## src/rtl/seg7_scan_driver.sv

```systemverilog
// rtl/seg7_scan_driver.sv - 4-digit active-low hex display scan back-end
//
// Takes the scan counter's digit index and a 16-bit value (plus per-digit
// decimal points) over a valid/ready handshake. New values wait in a
// one-deep pending register and only become visible at a frame boundary
// (digit_sel stepping 3 -> 0), so a frame never mixes digits of two values.
// After every digit_sel change all anodes stay off for BLANK_CYCLES clocks
// to hide ghosting, and leading zeros can be suppressed.
//
// Ports:
//   clk         system clock
//   reset       synchronous, active-high reset
//   digit_sel   current digit index from the scan counter, 0 = rightmost
//   data_in     value to show, digit i = data_in[4i+3:4i]
//   dp_in       decimal point per digit, 1 = lit, captured with data_in
//   data_valid  data_in/dp_in valid this cycle
//   data_ready  a value can be accepted this cycle
//   lz_en       leading-zero suppression enable, used live
//   anodes_n    digit enables, active-low, one-hot-low or all-high
//   seg_n       segments {g,f,e,d,c,b,a}, active-low
//   dp_n        decimal point, active-low

module seg7_scan_driver #(
   parameter int unsigned BLANK_CYCLES = 4
) (
   input  logic        clk,
   input  logic        reset,
   input  logic [1:0]  digit_sel,
   input  logic [15:0] data_in,
   input  logic [3:0]  dp_in,
   input  logic        data_valid,
   output logic        data_ready,
   input  logic        lz_en,
   output logic [3:0]  anodes_n,
   output logic [6:0]  seg_n,
   output logic        dp_n
);

   localparam logic [7:0] BLANK_LOAD = 8'(BLANK_CYCLES);

   logic [1:0]  sel_q;
   logic [7:0]  blank_cnt;
   logic [7:0]  blank_nxt;
   logic        pend_full;
   logic [15:0] pend_data;
   logic [3:0]  pend_dp;
   logic [15:0] act_data;
   logic [3:0]  act_dp;

   logic        boundary;
   logic        change;
   logic        xfer;
   logic [3:0]  nib;
   logic        dp_bit;
   logic        higher_zero;
   logic [3:0]  anodes_nxt;
   logic [6:0]  seg_nxt;
   logic        dp_nxt;

   function automatic logic [6:0] hex_decode(input logic [3:0] v);
      logic [6:0] s;
      case (v)
         4'h0: s = 7'h40;
         4'h1: s = 7'h79;
         4'h2: s = 7'h24;
         4'h3: s = 7'h30;
         4'h4: s = 7'h19;
         4'h5: s = 7'h12;
         4'h6: s = 7'h02;
         4'h7: s = 7'h78;
         4'h8: s = 7'h00;
         4'h9: s = 7'h10;
         4'hA: s = 7'h08;
         4'hB: s = 7'h03;
         4'hC: s = 7'h46;
         4'hD: s = 7'h21;
         4'hE: s = 7'h06;
         default: s = 7'h0E;
      endcase
      return s;
   endfunction

   assign data_ready = ~pend_full & ~reset;

   always_comb begin
      boundary = (sel_q == 2'd3) && (digit_sel == 2'd0);
      change   = (digit_sel != sel_q);
      xfer     = data_valid & data_ready;

      if (change)
         blank_nxt = BLANK_LOAD;
      else if (blank_cnt != 8'd0)
         blank_nxt = blank_cnt - 8'd1;
      else
         blank_nxt = 8'd0;

      nib    = act_data[{digit_sel, 2'b00} +: 4];
      dp_bit = act_dp[digit_sel];

      // A digit is a leading zero when it and every digit to its left are 0.
      case (digit_sel)
         2'd3:    higher_zero = (act_data[15:12] == 4'h0);
         2'd2:    higher_zero = (act_data[15:8]  == 8'h00);
         2'd1:    higher_zero = (act_data[15:4]  == 12'h000);
         default: higher_zero = 1'b0;
      endcase
   end

   // Output decode uses the pre-update active value, so results lag inputs by one edge.
   always_comb begin
      anodes_nxt = 4'hF;
      seg_nxt    = 7'h7F;
      dp_nxt     = 1'b1;
      if (blank_nxt == 8'd0) begin
         if (lz_en && higher_zero) begin
            // A suppressed digit still lights if it carries the decimal point.
            if (dp_bit) begin
               anodes_nxt = ~(4'b0001 << digit_sel);
               dp_nxt     = 1'b0;
            end
         end else begin
            anodes_nxt = ~(4'b0001 << digit_sel);
            seg_nxt    = hex_decode(nib);
            dp_nxt     = ~dp_bit;
         end
      end
   end

   always_ff @(posedge clk) begin
      if (reset) begin
         sel_q     <= 2'd0;
         blank_cnt <= 8'd0;
         pend_full <= 1'b0;
         pend_data <= 16'h0000;
         pend_dp   <= 4'h0;
         act_data  <= 16'h0000;
         act_dp    <= 4'h0;
         anodes_n  <= 4'hF;
         seg_n     <= 7'h7F;
         dp_n      <= 1'b1;
      end else begin
         sel_q     <= digit_sel;
         blank_cnt <= blank_nxt;
         anodes_n  <= anodes_nxt;
         seg_n     <= seg_nxt;
         dp_n      <= dp_nxt;
         // data_ready is low whenever pend_full is set, so promotion and a
         // transfer can never coincide; a transfer on an empty boundary waits
         // for the next boundary.
         if (boundary && pend_full) begin
            act_data  <= pend_data;
            act_dp    <= pend_dp;
            pend_full <= 1'b0;
         end else if (xfer) begin
            pend_data <= data_in;
            pend_dp   <= dp_in;
            pend_full <= 1'b1;
         end
      end
   end

endmodule

```

## config.mk

```make
export PLATFORM = sky130hd
export DESIGN_NAME = seg7_scan_driver
export DESIGN_NICKNAME = d
export VERILOG_FILES = /design/src/rtl/seg7_scan_driver.sv
export SDC_FILE = /design/constraint.sdc
export NUM_CORES = 1
export LEC_CHECK = 0
export ABC_AREA = 1
export BUFFER_PORTS_ARGS = -buffer_cell sky130_fd_sc_hd__buf_2
export CAP_MARGIN = 20
export CORE_MARGIN = 10
export CORE_UTILIZATION = 56
export DETAILED_ROUTE_END_ITERATION = 7
export PLACE_DENSITY = 0.79
export SYNTH_ARGS = -nofsm -noshare
export SYNTH_HDL_FRONTEND = slang
export SYNTH_SLANG_ARGS = --single-unit
export TNS_END_PERCENT = 1
```

## constraint.sdc

```tcl
create_clock -name clk -period 2.14 [get_ports clk]
set_input_delay 0.428 -clock clk [delete_from_list [all_inputs] [get_ports clk]]
set_output_delay 0.428 -clock clk [all_outputs]
set_load 0.02 [all_outputs]
```

==> impl_metrics.tcl <==
set metrics [dict create \
    post-place-ws_ns 0.155 \
    dieArea_um2 8200 \
    crit_top_cell "nor2_4" \
    core-area_um2 4790 \
    design_area_um2 3160 \
    wire_per_inst_um 11.9 \
    path_max_fanout 12 \
    hold_violations 0 \
    drv_cap 0 \
    ios 39 \
    fp-row-count 25 \
    area_growth_pct 13.5 \
    dr.pass1.iters 4 \
    critPathRequiredTime_ns 2.34 \
    finalCriticalPeriod_ns 1.78 \
    synth_ff_type "dfxtp_1" \
    critPathArrivalTime_ns 1.98 \
    syn_nets 404 \
    drive_above_1_share 0.178 \
    path_clk_slew_ns 0.07 \
    fillers 411 \
    status "finished, final reports clean" \
    grt_pass1_vias 2345 \
    syn_avg_cell_area_um2 7.53 \
    grt_pass1_wl_mm 10.2 \
    worstSetupStartpointType "flip-flop" \
    relSlewSlack 0.768 \
    setup_ws_ns 0.359 \
    rsz0062_at_grt "false" \
    diodes 0 \
    slew_violations 0 \
    synth-seq-area-share 0.453 \
    cts_tree "yes" \
    synth_edf_count 0 \
    nets 441 \
    max_freq_mhz 561 \
    ctsHoldBuffers 0 \
    cp-end-kind "flip-flop" \
    vias 2423 \
    min_path_type "input port to flip-flop" \
    critPathKind "flip-flop to flip-flop" \
    routed_wl_mm 5.71 \
    finalSetupViolCount 0 \
    cts.sinks 63 \
    insertion_delay_ns 0.34 \
    grt-ovfl-total 0 \
    synth_top_cell_by_area "dfxtp_1" \
    post-route-drc-count 0 \
    ir_worst_vdd_uv 560 \
    synth_warnings 0 \
    ant_nets 0 \
    cts_buffers 9 \
    cts_resized 0 \
    cp_slowest_stage_delay_ns 0.31 \
    die_h_um 90.5 \
    drtIter0Drc 128 \
    syn_inst 370 \
    grt_usage 0.148 \
    crit_path_cell_trace "inv_1 > ha_1 > nand3_1 > nor2_4 > nor2_1 > nor2_2 > nand3_2 > nor2_4 > nand4_1" \
    grt_max_degree 41 \
    syn_area_um2 2790 \
    htreeDepth 3 \
    power_mw 2.36 \
    fin_skew_ns 0.00943 \
    start_util 0.582 \
    cts_setup_buffers 0 \
    finalCritPeriodShare 0.832 \
    synthTopCellsByArea "dfxtp_1 (45%), nand2_1 (16%), a22oi_1 (5.4%)" \
    tightest_slew_ns 0.346 \
    root_buffer "clkbuf_8" \
    grt_antenna_before_repair 0 \
    ys_ff_latch 63 \
    power.leakage_nw 1.35 \
    critPathSlowestCell "dfxtp_1" \
    powerDensity_nw_per_um2 746 \
    globalplace.congestion 0.904 \
    setup_tns_ns 0 \
    dpl_cell_area_um2 3000 \
    synth_cell_types 25 \
    avgViaCountPerCell 5.07 \
    dp_hpwl_mm 4.22 \
    portBuffers 38 \
    async_flop_share 0 \
    synth_top_area_frac 0.453 \
    clock_path_buffers 2 \
    die_w_um 90.5 \
]
==> flip-flops by register name (all words and copies together) (netlist names) <==
register   flops
pend_full      1
pend_dp        4
blank_cnt      8
anodes_n       4
act_data      16
sel_q          2
seg_n          7
act_dp         4
dp_n           1
pend_data     16
==> critical path: cells and delay by family, from the launching register on <==
family	cells	cell delay (ns)
adder cells (fa/ha/maj)	1	0.18
buffers and inverters	1	0.15
flip-flops	1	0.31
AND/OR/NAND/NOR	7	1.00
==> kinds of logic after synthesis <==
family / synth area share
adders and majority gates: 0.0359
buffers and inverters: 0.0889
DFF: 0.453
xor gates and xnor gates: 0.00943
AOI/OAI and AO/OA: 0.110
and+or+nand+nor: 0.304
==> layer usage <==
metal / global-route usage / vias up / share of wire
met3: 0.0623 / 13 / 0.080
met1: 0.174 / 1055 / 0.47
li1: - / 1277 / -
met2: 0.223 / 78 / 0.43
met5: 0 / - / 0
met4: 0.0769 / 0 / 0.019
==> layout make-up <==
cell class                 count  area [µm²]  share of cell area
clock buffer                  11         141              0.0447
inverter                      39         151              0.0479
tap                           67        83.8              0.0265
sequential                    63        1260               0.399
multi-input combinational    252        1280               0.405
timing repair buffer          42         220              0.0696
clock inverter                 4        22.5             0.00712
==> through the flow <==
stage	hold WS (ns)	instances	util
finish	0.277	478	0.661
global route	0.278	478	0.661
CTS	0.269	478	0.661
detailed placement	0.421	463	0.627
global placement	0.410	463	0.627
floorplan	0.401	370	-
==> report_power, final <==
group / internal [mW] / total [mW] / switching, mW / leakage (nW)
logic: 0.0872 / 0.249 / 0.162 / 0.748
registers: 1.22 / 1.23 / 0.0177 / 0.513
clock network: 0.439 / 0.877 / 0.438 / 0.0850
total: 1.74 / 2.36 / 0.618 / 1.35
==> cells in the final DEF (no fill, tap or decap), drive strengths merged <==
cell	count
a22oi	20
buf	42
clkbuf	11
clkinv	3
clkinvlp	1
dfxtp	63
ha	8
inv	39
nand2	120
nand3	18
nand3b	3
nand4	12
nor2	30
nor3	4
nor3b	1
nor4	2
o21ai	31
xnor2	1
xor2	2
==> synthesized netlist by cell type (all sizes together) (3+ instances only) <==
| master | instances |
|---|---|
| a22oi | 20 |
| nor3 | 4 |
| ha | 8 |
| nand3 | 18 |
| nand4 | 12 |
| nand2 | 120 |
| nand3b | 3 |
| buf | 9 |
| inv | 39 |
| o21ai | 31 |
| clkbuf | 7 |
| dfxtp | 63 |
| nor2 | 30 |
==> worst paths after layout <==
| path | startpoint | end | slack, ns | cells after the start |
|---|---|---|---|---|
| worst min-delay path | data_in[11] | pend_data[11] | 0.28 | 3 |
| worst max register to register | blank_cnt[0] | seg_n[1] | 0.36 | 9 |
| worst max-delay path | blank_cnt[0] | seg_n[1] | 0.36 | 9 |
| worst min register to register | blank_cnt[0] | blank_cnt[0] | 0.43 | 1 |
Power figures use the tool's default switching activity.
